--- src/rtl/cpu_pkg.sv ---
// Shared register-file types and widths for the writeback path.
package cpu_pkg;

  localparam int REG_ADDR_W = 3;
  localparam int DATA_W     = 16;

  // One pending register write; live=0 means it was superseded and must not be written.
  typedef struct packed {
    logic                  live;
    logic [REG_ADDR_W-1:0] dest;
    logic [DATA_W-1:0]     data;
  } wb_entry_t;

endpackage

--- src/rtl/wb_fifo.sv ---
// Killable load-result FIFO: parallel kill-by-dest, head peek, extra-MSB pointers.
// Optional feature macro: REG_WB_BYPASS_EN adds a youngest-live-entry lookup port.
module wb_fifo
  import cpu_pkg::*;
#(
  parameter int DEPTH = 4
) (
  input  logic                  clk,
  input  logic                  rst,
  input  logic                  push,
  input  wb_entry_t             push_entry,
  input  logic                  pop,
  input  logic                  kill_en,
  input  logic [REG_ADDR_W-1:0] kill_dest,
  output logic                  full,
  output logic                  empty,
  output wb_entry_t             head
`ifdef REG_WB_BYPASS_EN
  ,
  input  logic [REG_ADDR_W-1:0] lk_addr,
  output logic                  lk_hit,
  output logic [DATA_W-1:0]     lk_data
`endif
);

  localparam int AW = $clog2(DEPTH);

  logic [AW:0] wr_ptr_q, wr_ptr_d;
  logic [AW:0] rd_ptr_q, rd_ptr_d;
  wb_entry_t   mem_q [DEPTH];
  wb_entry_t   mem_d [DEPTH];

  assign empty = (wr_ptr_q == rd_ptr_q);
  assign full  = (wr_ptr_q[AW] != rd_ptr_q[AW]) && (wr_ptr_q[AW-1:0] == rd_ptr_q[AW-1:0]);
  assign head  = mem_q[rd_ptr_q[AW-1:0]];

  // Next storage contents: kill matching entries, then write the (possibly pre-killed) push.
  always_comb begin
    mem_d = mem_q;
    for (int i = 0; i < DEPTH; i++) begin
      if (kill_en && (mem_q[i].dest == kill_dest)) mem_d[i].live = 1'b0;
    end
    if (push) begin
      mem_d[wr_ptr_q[AW-1:0]]      = push_entry;
      mem_d[wr_ptr_q[AW-1:0]].live = push_entry.live && !(kill_en && (push_entry.dest == kill_dest));
    end
  end

  // Next pointer values; a pop on an empty FIFO is ignored.
  always_comb begin
    wr_ptr_d = wr_ptr_q + (AW+1)'(push && !full);
    rd_ptr_d = rd_ptr_q + (AW+1)'(pop && !empty);
  end

  // Pointer registers (control, reset to empty).
  always_ff @(posedge clk) begin
    if (rst) begin
      wr_ptr_q <= '0;
      rd_ptr_q <= '0;
    end else begin
      wr_ptr_q <= wr_ptr_d;
      rd_ptr_q <= rd_ptr_d;
    end
  end

  // Entry storage; contents outside the head..tail window are don't-care.
  always_ff @(posedge clk) begin
    mem_q <= mem_d;
  end

`ifdef REG_WB_BYPASS_EN
  logic [AW:0]   count;
  logic [AW-1:0] idx;
  assign count = wr_ptr_q - rd_ptr_q;

  // Scan oldest to youngest so the last live match is the youngest one.
  always_comb begin
    lk_hit  = 1'b0;
    lk_data = '0;
    idx     = '0;
    for (int i = 0; i < DEPTH; i++) begin
      idx = rd_ptr_q[AW-1:0] + AW'(i);
      if (((AW+1)'(i) < count) && mem_q[idx].live && (mem_q[idx].dest == lk_addr)) begin
        lk_hit  = 1'b1;
        lk_data = mem_q[idx].data;
      end
    end
  end
`endif

endmodule

--- src/rtl/reg_writeback.sv ---
// Register-file writeback: ALU results always win, buffered loads fill idle slots.
// Optional feature macro: REG_WB_BYPASS_EN enables the combinational bypass lookup.
module reg_writeback
  import cpu_pkg::*;
#(
  parameter int DEPTH        = 4,
  parameter int STARVE_LIMIT = 8
) (
  input  logic                  clk,
  input  logic                  rst,
  input  logic                  alu_valid,
  input  logic [REG_ADDR_W-1:0] alu_dest,
  input  logic [DATA_W-1:0]     alu_data,
  input  logic                  mem_valid,
  output logic                  mem_ready,
  input  logic [REG_ADDR_W-1:0] mem_dest,
  input  logic [DATA_W-1:0]     mem_data,
  output logic                  alu_stall,
  output logic                  reg_wr_en,
  output logic [REG_ADDR_W-1:0] reg_wr_dest,
  output logic [DATA_W-1:0]     reg_wr_data,
  input  logic [REG_ADDR_W-1:0] byp_addr,
  output logic                  byp_hit,
  output logic [DATA_W-1:0]     byp_data
);

  localparam int CW = $clog2(STARVE_LIMIT + 1);

  logic                  alu_wr, push, pop, full, empty;
  wb_entry_t             push_entry, head;
  logic                  reg_wr_en_q, reg_wr_en_d;
  logic [REG_ADDR_W-1:0] reg_wr_dest_q, reg_wr_dest_d;
  logic [DATA_W-1:0]     reg_wr_data_q, reg_wr_data_d;
  logic [CW-1:0]         starve_q, starve_d;
  logic                  alu_stall_q, alu_stall_d;
`ifdef REG_WB_BYPASS_EN
  logic                  fifo_hit;
  logic [DATA_W-1:0]     fifo_data;
`endif

  // Writes to r0 are meaningless, so an ALU result to r0 leaves the port free.
  assign alu_wr     = alu_valid && (alu_dest != '0);
  assign mem_ready  = !full && !rst;
  assign push       = mem_valid && mem_ready && (mem_dest != '0);
  assign pop        = !alu_wr && !empty;
  assign push_entry = {1'b1, mem_dest, mem_data};

  wb_fifo #(.DEPTH(DEPTH)) u_fifo (
    .clk        (clk),
    .rst        (rst),
    .push       (push),
    .push_entry (push_entry),
    .pop        (pop),
    .kill_en    (alu_wr),
    .kill_dest  (alu_dest),
    .full       (full),
    .empty      (empty),
    .head       (head)
`ifdef REG_WB_BYPASS_EN
    ,
    .lk_addr    (byp_addr),
    .lk_hit     (fifo_hit),
    .lk_data    (fifo_data)
`endif
  );

  // Select this cycle's single write: ALU first, else a live FIFO head.
  always_comb begin
    reg_wr_en_d   = 1'b0;
    reg_wr_dest_d = '0;
    reg_wr_data_d = '0;
    if (alu_wr) begin
      reg_wr_en_d   = 1'b1;
      reg_wr_dest_d = alu_dest;
      reg_wr_data_d = alu_data;
    end else if (pop && head.live) begin
      reg_wr_en_d   = 1'b1;
      reg_wr_dest_d = head.dest;
      reg_wr_data_d = head.data;
    end
  end

  // Count cycles the ALU blocks a waiting load; request a one-cycle bubble at the limit.
  always_comb begin
    starve_d    = starve_q;
    alu_stall_d = 1'b0;
    if (empty || pop) begin
      starve_d = '0;
    end else if (starve_q == CW'(STARVE_LIMIT - 1)) begin
      starve_d    = '0;
      alu_stall_d = 1'b1;
    end else begin
      starve_d = starve_q + CW'(1);
    end
  end

  // Registered write port, stall request and starve counter.
  always_ff @(posedge clk) begin
    if (rst) begin
      reg_wr_en_q   <= 1'b0;
      reg_wr_dest_q <= '0;
      reg_wr_data_q <= '0;
      starve_q      <= '0;
      alu_stall_q   <= 1'b0;
    end else begin
      reg_wr_en_q   <= reg_wr_en_d;
      reg_wr_dest_q <= reg_wr_dest_d;
      reg_wr_data_q <= reg_wr_data_d;
      starve_q      <= starve_d;
      alu_stall_q   <= alu_stall_d;
    end
  end

  assign reg_wr_en   = reg_wr_en_q;
  assign reg_wr_dest = reg_wr_dest_q;
  assign reg_wr_data = reg_wr_data_q;
  assign alu_stall   = alu_stall_q;

`ifdef REG_WB_BYPASS_EN
  // Youngest pending value: incoming ALU result, then output register, then FIFO.
  always_comb begin
    byp_hit  = 1'b0;
    byp_data = '0;
    if (byp_addr != '0) begin
      if (alu_wr && (alu_dest == byp_addr)) begin
        byp_hit  = 1'b1;
        byp_data = alu_data;
      end else if (reg_wr_en_q && (reg_wr_dest_q == byp_addr)) begin
        byp_hit  = 1'b1;
        byp_data = reg_wr_data_q;
      end else if (fifo_hit) begin
        byp_hit  = 1'b1;
        byp_data = fifo_data;
      end
    end
  end
`else
  logic unused_byp_addr;
  assign unused_byp_addr = ^byp_addr;
  assign byp_hit         = 1'b0;
  assign byp_data        = '0;
`endif

  // Upstream must honour the bubble; an ALU result during alu_stall is a protocol violation.
  a_no_alu_during_stall: assert property (@(posedge clk) disable iff (rst) !(alu_stall && alu_valid));

endmodule

--- config.mk ---
export PLATFORM = sky130hd
export DESIGN_NAME = reg_writeback
export DESIGN_NICKNAME = d
export VERILOG_FILES = /design/src/rtl/cpu_pkg.sv /design/src/rtl/wb_fifo.sv /design/src/rtl/reg_writeback.sv
export SDC_FILE = /design/constraint.sdc
export NUM_CORES = 1
export LEC_CHECK = 0
export ABC_AREA = 1
export CAP_MARGIN = 20
export CORE_ASPECT_RATIO = 2
export CORE_MARGIN = 3
export CORE_UTILIZATION = 56
export DETAILED_ROUTE_END_ITERATION = 6
export MAX_ROUTING_LAYER = met4
export PLACE_DENSITY = 0.89
export REMOVE_ABC_BUFFERS = 1
export SLEW_MARGIN = 20
export SYNTH_ARGS = -nofsm -noshare
export SYNTH_HDL_FRONTEND = slang
export SYNTH_SLANG_ARGS = --single-unit
--- constraint.sdc ---
create_clock -name clk -period 4.2 [get_ports clk]
set_input_delay 0.84 -clock clk [delete_from_list [all_inputs] [get_ports clk]]
set_output_delay 0.84 -clock clk [all_outputs]
set_load 0.005 [all_outputs]
; After elaboration in Yosys (flattened, before gate mapping)
; Index checks and enable logic that the tools add are counted.
; Widths: inputs -> output; s select.
[totals]
output_inout_bits = 39
mem_count = 0
inputBits = 45
latch_bits = 0
ram_bits = 0
mem_bits_ro = 0
reg_bits = 111
[op_classes]
mux = 21
multipliers = 0
shift = 0
add_sub_neg = 3
n_bitwise = 2
eq_ne = 9
div = 0
order_cmp = 3
n_reduce_logical = 25
[op_table]
columns = op, count
row1 = $bwmux 80, 2
row2 = $demux 20 s2, 2
row3 = $mux 20, 4
row4 = $mux 80, 1
row5 = $bmux 20 s2, 1
row6 = $mux 16, 2
row7 = $eq 3x3->1, 6
row8 = $logic_and 1x1->1, 15
row9 = $mux 1, 7
row10 = $add 3x1->3, 2
row11 = $ge 3x3->1 const B, 2
row12 = $mux 3, 2
row13 = $not 2->3, 2
row14 = $reduce_bool 3->1, 2
row15 = $logic_not 1->1, 5
row16 = $add 4x1->4 const B, 1
row17 = $eq 4x3->1 const B, 1
row18 = $lt 3x1->1 const B, 1
row19 = $reduce_or 3->1, 1
row20 = $eq 2x2->1, 1
row21 = $reduce_or 2->1, 1
row22 = $logic_or 1x1->1, 1
row23 = $ne 1x1->1, 1

; Longest topological paths before layout
; Gate-level depths: netlist of the first run.
[depth]
depth_word = 8
mapped_depth = 11
mapped_depth_nobuf = 11

; Modules after synthesis
; Synthesis of the first run repeated with hierarchy kept, for this count alone.
[unflattened]
hier_cells = 463
hier_area_um2 = 4757.1
[by_module_without_submodules]
columns = mod, seq_area_each_um2, instances, area_per_inst_um2, cells_per_inst
row1 = wb_fifo, 2482.4, 1, 3612.2, 322
row2 = reg_writeback, 500.5, 1, 1144.8, 141

; Least setup slack after synthesis of the first run
; Ideal clock, no wire load.
[synth_path]
path_type = input to register
start = input mem_dest[0]
end = register with a tool-made name
required_ns = 3.804
stages = 4
path_slack_ns = 1.618
setup_ns = 0.396
arrival_time_ns = 2.186
path_cell_list = inv_1 > a21boi_1 > nand3_2 > nor2_1
[synth_lines]
columns = element, line
row1 = from (decl), reg_writeback.sv:16  ; input logic [REG_ADDR_W-1:0] mem_dest,

; Worst setup path after layout of the first run
[layout_path]
start = register u_fifo.rd_ptr_q[0]
end = output mem_ready
[layout_via]
elab_chain_len = 4
[layout_rtl]
columns = element, line
row1 = from (decl), wb_fifo.sv:29  ; logic [AW:0] rd_ptr_q, rd_ptr_d;
row2 = from (signal assigned), wb_fifo.sv:62  ; rd_ptr_q <= rd_ptr_d;
row3 = $eq 2x2->1, wb_fifo.sv:34  ; assign full = (wr_ptr_q[AW] != rd_ptr_q[AW]) && (wr_ptr_q[AW-1:0] == rd_ptr_q[AW-1:0]);
row4 = $logic_and 1x1->1, wb_fifo.sv:34
row5 = $logic_not 1->1, reg_writeback.sv:43  ; assign mem_ready = !full && !rst;
row6 = $logic_and 1x1->1, reg_writeback.sv:43
row7 = to (decl), reg_writeback.sv:15  ; output logic mem_ready,
; Every way passes these cells.

==> results of run 1 <==
-- cell type report --
| type | instances | area [um2] | share of cell area (%) |
|---|---|---|---|
| flip-flops and latches | 111 | 2980 | 52.7 |
| multi-input cells | 295 | 1390 | 24.6 |
| clock buffers | 12 | 268 | 4.73 |
| inverters | 38 | 143 | 2.52 |
| well taps | 96 | 120 | 2.12 |
| clock inverters | 4 | 73.8 | 1.30 |
| repair buffers | 70 | 683 | 12.1 |
-- metal layers --
| layer | wire (um) | part of all wire (%) | track usage, % |
|---|---|---|---|
| met3 | 714 | 6.9 | 4.83 |
| met2 | 5790 | 56 | 41.7 |
| met5 | 0 | 0 | - |
| met4 | 370 | 3.6 | 11.1 |
| met1 | 3430 | 33 | 22.7 |
-- cell usage in the layout, fill, tap and decap left out, types with 2 or more instances in the layout --
cell	count
clkbuf_16	10
a21oi_1	6
nor2_2	4
xor2_1	2
nand2_2	3
edfxtp_1	76
nand4_1	4
xnor2_1	8
ha_1	5
nand3_2	3
inv_2	5
nand3_1	10
o21ai_0	34
o22ai_1	17
clkdlybuf4s50_1	63
dfxtp_1	35
buf_4	7
o21ai_1	3
inv_1	33
nand2_1	118
nor2_1	55
conb_1	17
bufinv_16	2
-- how the worst max path moves through the flow --
stage                        from   endpoint  slack [ns]  cells after the start
2_1_floorplan  u_fifo.rd_ptr_q[0]  flip-flop        1.20                      6
3_3_place_gp          mem_dest[0]  flip-flop        1.01                      6
3_5_place_dp          mem_dest[2]  flip-flop        0.90                      6
4_1_cts        u_fifo.rd_ptr_q[0]  mem_ready        0.89                      8
5_1_grt        u_fifo.rd_ptr_q[0]  mem_ready        0.71                      8
6_report       u_fifo.rd_ptr_q[0]  mem_ready        0.89                      8
-- logic make-up (layout without fill, tap and decap cells) --
group | count (synthesis) | after routing | synth area share, %
adders and majority gates | 5 | 5 | 1.34
other | 1 | 17 | 0.0803
DFF | 111 | 111 | 63.9
and+or+nand+nor | 201 | 201 | 17.8
buffers and inverters | 73 | 124 | 7.77
xor gates and xnor gates | 10 | 10 | 1.88
AOI/OAI and AO/OA | 62 | 62 | 7.23
-- through the flow --
stage / hold slack, ns / cell area [um2] / setup WS (ns) / cells
floorplan: 0.418 / 4510 / 1.20 / 444
global placement: 0.427 / 5320 / 1.01 / 610
CTS: 0.489 / 5660 / 0.890 / 626
global route: 0.510 / 5660 / 0.707 / 626
detailed placement: 0.479 / 5320 / 0.900 / 610
finish: 0.474 / 5660 / 0.890 / 626
-- power by group through the flow --
| stage | clock [mW] | combinational [mW] | sequential [mW] |
|---|---|---|---|
| floorplan | 0 | 0.139 | 1.26 |
| global placement | 0 | 0.272 | 1.24 |
| detailed placement | 0 | 0.286 | 1.24 |
| CTS | 0.951 | 0.292 | 1.22 |
| global route | 1.00 | 0.322 | 1.22 |
| finish | 0.946 | 0.294 | 1.22 |
==> results.json, run 1 <==
{
  "grt_max_degree": 44,
  "detail_route.wl_per_cell_um": 16.5,
  "via_per_inst": 5.52,
  "finalCoreUtilization_pct": 70.8,
  "synthTopCellsByCount": "118 x nand2_1, 76 x edfxtp_1, 59 x nor2_1, 35 x dfxtp_1, 34 x o21ai_0",
  "arrival_ns": 2.47,
  "cp_num_buf_inv": 4,
  "pwr-share-seq_pct": 49.6,
  "avgSynthCellArea_um2": 10.1,
  "drv_cap": 0,
  "power_frac_comb_pct": 11.9,
  "yosys_warnings": 0,
  "fin_tns_setup_ns": 0,
  "antenna_found_initial": 0,
  "cts.clk_slew.worst_paths_ns": 0.07,
  "synth_flop_cell": "edfxtp_1",
  "grt_pass1_vias": 3369,
  "drc": 0,
  "synth-seq-area-share_pct": 63.9,
  "internal-power_mw": 1.90,
  "hold_buffers": 0,
  "tightest_slew_ns": 0.689,
  "portBuffers": 63,
  "grt_pass1_wl_um": 16100,
  "reg2reg_depth": 8,
  "maxSlewViolCount": 0,
  "netSwitchingPower_mw": 0.558,
  "postCtsSetupBuffers": 0,
  "setup_viol": 0,
  "hold_violations": 0,
  "p_total_mw": 2.46,
  "core-area_um2": 8000,
  "clock-sinks": 111,
  "rsz0062_at_grt": "no",
  "maxSlewHeadroom_pct": 54.0,
  "synth-edff-count": 76,
  "critPathSlowestCell": "clkdlybuf4s50_1",
  "vias": 3453,
  "skew_ns": 0.00943,
  "path_max_fanout": 43,
  "final_nets": 575,
  "cts.repair.resized": 0,
  "critPathMostFrequentCell": "nand2_1",
  "initial_core_util_pct": 58.4,
  "grt.total_usage_pct": 22.9,
  "dr.pass1.iters": 5,
  "htreeDepth": 3,
  "r2r_slack_ns": 1.39,
  "synthMostInstantiatedCell": "nand2_1",
  "drt-initial-drc-count": 268,
  "worstSetupStartpointType": "flip-flop",
  "cts_tree": "yes",
  "max_stage_delay_ns": 0.50,
  "path_class": "flip-flop to primary output",
  "root_buffer": "clkbuf_16",
  "clock_path_buffers": 2,
  "grt_overflow": 0,
  "hpwl_um": 6890,
  "design.die.area_um2": 9540,
  "path_cells": "buf_4, inv_2, nand2_1, nand2_1, nand3_2, nand2_1, inv_1, clkdlybuf4s50_1",
  "area_growth_pct": 21.3,
  "ios": 84,
  "leakage_nw": 2.32,
  "diodes": 0,
  "numCtsBuffers": 9,
  "synth_async_sr_flop_share_pct": 0,
  "holdPathStages": 1,
  "switching_share_pct": 22.7,
  "yosys-top-cells-area": "edfxtp_1 49%, dfxtp_1 15%, nand2_1 9.5%, nor2_1 4.7%, o21ai_0 3.6%",
  "yosys.area.top_type_share_pct": 48.9,
  "r2r_start": "u_fifo.rd_ptr_q[0]",
  "clk_latency_ns": 0.35,
  "routed_wl_um": 10300,
  "hp-start": "starve_q[0]",
  "cp.required_ns": 3.36,
  "ir_worst_vdd_uv": 453,
  "fill_cells": 551,
  "outcome": "complete, no violations",
  "synth.ff_latch_count": 111,
  "drive_gt1_share_pct": 7.55,
  "cp_top_family": "buffers and inverters",
  "clockPowerShare_pct": 38.5,
  "gp_congestion": 0.775,
  "min_period_over_period_pct": 78.8,
  "ant_nets": 0,
  "hold_path.class": "flip-flop to flip-flop",
  "fp.dieH_um": 135,
  "rows": 46,
  "max_freq_mhz": 302,
  "fin_crit_ns": 3.31,
  "die_x_um": 70.6,
  "hold_end": "starve_q[0]",
  "synth_cells": 463,
  "netlist_area_um2": 4670,
  "synth_largest_area_cell": "edfxtp_1",
  "power.density_nw_per_um2": 434,
  "crit_path_end_kind": "primary output",
  "synth_cell_type_count": 28
}
Note: power is estimated with default switching activity, not from simulation.
==> run 2, diff against run 1 <==
Settings changed: CORE_UTILIZATION 56 to 47, PLACE_DENSITY 0.89 to 0.81.
Clock period 4.2 ns to 2.9 ns, I/O delays scaled along.
==> run 2 against run 1 <==
Compared with the run above:
- core utilization shrank 10 points
- sequential cell count unchanged
- clock power increased by 32%
- clock skew fell by 0.0010 ns
- register-to-register slack worse by 0.42 ns
- clock-buffer cell count decreased by 2
- final cell count increased by 6.5%
- first-iteration DRC count shrank 19%
- critical path depth decreased by 1
- sequential share of layout area shrank 0.79 points
- largest power group unchanged
==> results.json, run 2 (synthesis gave the netlist of run 1 again) <==
{
  "outcome": "complete, no violations",
  "ir_worst_vdd_uv": 486,
  "leakage_nw": 2.34,
  "hpwl_um": 7040,
  "ios": 84,
  "hold_violations": 0,
  "routed_wl_um": 10300,
  "final_cell_mix": "118 x nand2_1, 76 x edfxtp_1, 63 x clkdlybuf4s50_1",
  "rsz0062_at_grt": "no",
  "drive_gt1_share_pct": 8.94,
  "max_freq_mhz": 393,
  "grt.total_usage_pct": 19.1,
  "crit_path_end_kind": "primary output",
  "detail_route.wl_per_cell_um": 15.5,
  "max_stage_delay_ns": 0.61,
  "clock-sinks": 111,
  "cts.clk_slew.worst_paths_ns": 0.07,
  "p_total_mw": 3.45,
  "numCtsBuffers": 9,
  "drc": 0,
  "hold_buffers": 0,
  "min_period_over_period_pct": 87.7,
  "path_class": "flip-flop to primary output",
  "critPathMostFrequentCell": "nand2_1",
  "dr_wl_met2_um": 5730,
  "fp.dieH_um": 147,
  "placed_area_um2": 5440,
  "vias": 3428,
  "rows": 50,
  "maxSlewViolCount": 0,
  "area_growth_pct": 23.2,
  "drt-met1-wl_um": 3560,
  "cts_tree": "yes",
  "via_per_inst": 5.14,
  "drv_cap": 0,
  "hold_path.class": "flip-flop to flip-flop",
  "dr.pass1.iters": 5,
  "gp_congestion": 0.845,
  "wl_met3_um": 612,
  "final_common_cell": "nand2_1",
  "path_cells": "inv_2, nand2_1, nand2_1, nand3_2, nand2_1, inv_1, clkdlybuf4s50_1",
  "grt_overflow": 0,
  "grt_pass1_wl_um": 16100,
  "initial_core_util_pct": 49.1,
  "cp_num_buf_inv": 3,
  "die_x_um": 76.5,
  "drt-initial-drc-count": 218,
  "cp_top_family": "flip-flops",
  "antenna_found_initial": 0,
  "ant_nets": 0,
  "path_max_fanout": 11,
  "stdcell_area_um2": 5750,
  "grt_max_degree": 43,
  "core-area_um2": 9510,
  "power.density_nw_per_um2": 600,
  "final_nets": 582,
  "fin_crit_ns": 2.54,
  "skew_ns": 0.00840,
  "setup_viol": 0,
  "htreeDepth": 3,
  "critPathSlowestCell": "dfxtp_1",
  "clk_latency_ns": 0.35,
  "cp.required_ns": 2.32,
  "design.die.area_um2": 11200,
  "highest_layer": "met4",
  "clock_path_buffers": 2,
  "worstSetupStartpointType": "flip-flop",
  "portBuffers": 63,
  "cts.repair.resized": 0,
  "diodes": 0,
  "arrival_ns": 1.96,
  "postCtsSetupBuffers": 0,
  "grt_pass1_vias": 3419,
  "root_buffer": "clkbuf_16"
}
## run 2: cell type report
class,count,area (um2)
sequential,111,2980
inverter,38,143
multi-input combinational,295,1390
tap,130,163
fill,780,3760
clock buffer,10,239
clock inverter,6,68.8
timing repair buffer,77,761
## run 2: power breakdown
group	leakage [nW]	switching [mW]	internal [mW]	total (mW)
clock	0.149	0.555	0.698	1.25
combinational	1.21	0.243	0.182	0.425
sequential	0.976	0.0286	1.75	1.78
## run 2: metal layers
layer  global-route usage (%)  vias up
li1                         -     1632
met5                        -        -
met1                     17.6     1612
met4                     10.3        0
met2                     35.7      150
met3                     4.36       34
## run 2: path summary, 6_finish.rpt
check,from,end,slack (ns),depth (start not counted)
setup / recovery,u_fifo.rd_ptr_q[0],mem_ready,0.36,7
hold / removal,starve_q[0],starve_q[0],0.47,1
setup reg to reg,u_fifo.rd_ptr_q[0],reg_wr_data[10],0.97,10
hold reg to reg,starve_q[0],starve_q[0],0.47,1
## run 2: stage by stage
| step | utilization (%) | setup TNS (ns) | cells | worst slack [ns] | hold WS (ns) |
|---|---|---|---|---|---|
| 3_5_place_dp | 57.2 | 0 | 651 | 0.323 | 0.460 |
| 5_1_grt | 60.5 | 0 | 667 | 0.249 | 0.493 |
| 3_3_place_gp | 57.2 | 0 | 651 | 0.374 | 0.429 |
| 6_report | 60.5 | 0 | 667 | 0.357 | 0.468 |
| 4_1_cts | 60.5 | 0 | 667 | 0.348 | 0.475 |
| 2_1_floorplan | - | -7.76 | 444 | -0.102 | 0.418 |
==> run 3, diff against run 2 <==
Settings changed: CTS_BUF_LIST from default to sky130_fd_sc_hd__clkbuf_16, SKIP_LAST_GASP from default to 1.
==> run 3 against run 2 <==
Compared with the run above:
- first-iteration DRC count increased by 3.7%
- combinational power hardly changed
- critical endpoint unchanged
- non-clock buffer count unchanged
- sequential cell count did not move
- worst setup slack better by 0.00090 ns
- largest power group unchanged
- fmax about the same
- critical path type unchanged
- sequential power is essentially flat
- worst hold slack barely moved
- global-route usage is essentially flat
- clock-buffer cell count fell by 1
- final area is 0.17% lower
==> results.json, run 3 (synthesis gave the netlist of run 1 again) <==
{
  "min_period_over_period_pct": 87.6,
  "switching_share_pct": 24.1,
  "dr_wl_met2_um": 5750,
  "r2r_slack_ns": 0.96,
  "r2r_start": "u_fifo.rd_ptr_q[0]",
  "pwr-share-seq_pct": 51.8,
  "final_cell_mix": "118 x nand2_1, 76 x edfxtp_1, 63 x clkdlybuf4s50_1",
  "final_common_cell": "nand2_1",
  "design.die.area_um2": 11200,
  "hp-start": "starve_q[0]",
  "cts.clk_slew.worst_paths_ns": 0.07,
  "grt_overflow": 0,
  "max_freq_mhz": 393,
  "highest_layer": "met4",
  "regArea_um2": 2980,
  "core-area_um2": 9510,
  "initial_core_util_pct": 49.1,
  "place_inst": 651,
  "setup_viol": 0,
  "detail_route.wl_per_cell_um": 15.4,
  "final_nets": 582,
  "ant_nets": 0,
  "cp.required_ns": 2.32,
  "netSwitchingPower_mw": 0.825,
  "hold_path.class": "flip-flop to flip-flop",
  "r2r-end": "reg_wr_data[10]",
  "clock_path_buffers": 2,
  "internal-power_mw": 2.60,
  "maxSlewViolCount": 0,
  "hold_violations": 0,
  "portBuffers": 63,
  "clk_latency_ns": 0.35,
  "power_frac_comb_pct": 12.4,
  "gp_congestion": 0.845,
  "hold_buffers": 0,
  "grt.total_usage_pct": 19.1,
  "drc": 0,
  "skew_ns": 0.00817,
  "clockPowerShare_pct": 35.8,
  "fin_crit_ns": 2.54,
  "postCtsSetupBuffers": 0,
  "fp.dieH_um": 147,
  "cts.repair.resized": 0,
  "stdcell_area_um2": 5740,
  "rows": 50,
  "dr.pass1.iters": 5,
  "placed_area_um2": 5440,
  "crit_path_end_kind": "primary output",
  "vias": 3407,
  "grt_pass1_vias": 3411,
  "diodes": 0,
  "drt-met1-wl_um": 3590,
  "routed_wl_um": 10300,
  "multiInputGateArea_um2": 1390,
  "holdPathStages": 1,
  "drt-initial-drc-count": 226,
  "drv_cap": 0,
  "path_class": "flip-flop to primary output",
  "clock-sinks": 111,
  "root_buffer": "clkbuf_16",
  "area_growth_pct": 22.9,
  "layout.cells.non_filler": 667,
  "arrival_ns": 1.96,
  "hold_end": "starve_q[0]",
  "ios": 84,
  "grt_pass1_wl_um": 16100,
  "hold_slack_ns": 0.468,
  "reg2reg_depth": 10,
  "grt_max_degree": 43,
  "drive_gt1_share_pct": 8.94,
  "wl_met3_um": 569,
  "path_max_fanout": 11,
  "numCtsBuffers": 9,
  "power.density_nw_per_um2": 597,
  "leakage_nw": 2.34,
  "ir_worst_vdd_uv": 488,
  "startpoint": "u_fifo.rd_ptr_q[0]",
  "fill_cells": 780,
  "hpwl_um": 7040,
  "outcome": "complete, no violations",
  "rsz0062_at_grt": "no",
  "cts_tree": "yes",
  "antenna_found_initial": 0,
  "die_x_um": 76.5,
  "via_per_inst": 5.11,
  "htreeDepth": 3,
  "worstSetupStartpointType": "flip-flop"
}
==> run 3: how the worst max path moves through the flow <==
stage	to	slack [ns]	cells after the start
global route	mem_ready	0.25	7
detailed placement	flip-flop	0.32	6
floorplan	flip-flop	-0.10	6
finish	mem_ready	0.36	7
global placement	flip-flop	0.37	6
CTS	mem_ready	0.35	7
==> run 3: layout make-up <==
| cell class | instances | share of cell area [%] |
|---|---|---|
| clock buffers | 9 | 3.92 |
| inverters | 38 | 2.48 |
| flip-flops and latches | 111 | 52.0 |
| well taps | 130 | 2.83 |
| multi-input cells | 295 | 24.3 |
| clock inverters | 7 | 1.26 |
| repair buffers | 77 | 13.3 |
==> run 3: metrics by stage <==
| stage | TNS, ns | setup slack, ns | total power, mW | util (%) |
|---|---|---|---|---|
| 2_1_floorplan | -7.76 | -0.102 | 2.02 | - |
| 3_3_place_gp | 0 | 0.374 | 2.21 | 57.2 |
| 3_5_place_dp | 0 | 0.323 | 2.23 | 57.2 |
| 4_1_cts | 0 | 0.348 | 3.45 | 60.4 |
| 5_1_grt | 0 | 0.249 | 3.55 | 60.4 |
| 6_report | 0 | 0.358 | 3.43 | 60.4 |
==> run 3: per-layer routing <==
metal / track usage, % / up-vias
li1: - / 1635
met1: 17.6 / 1617
met2: 35.6 / 124
met3: 4.36 / 31
met4: 10.3 / 0
met5: - / -
==> run 3: power by group through the flow <==
| stage | clock network [mW] | logic (mW) | registers [mW] |
|---|---|---|---|
| after detailed placement | 0 | 0.422 | 1.81 |
| final | 1.23 | 0.424 | 1.78 |
| after global placement | 0 | 0.404 | 1.81 |
| after floorplan | 0 | 0.202 | 1.82 |
| after global routing | 1.31 | 0.466 | 1.78 |
| after CTS | 1.25 | 0.425 | 1.77 |
==> run 3: critical path, cell delays in order (launching register included) <==
cell and delay (ns):
dfxtp_1 0.61, inv_2 0.07, nand2_1 0.08, nand2_1 0.09, nand3_2 0.16, nand2_1 0.07, inv_1 0.05, clkdlybuf4s50_1 0.49
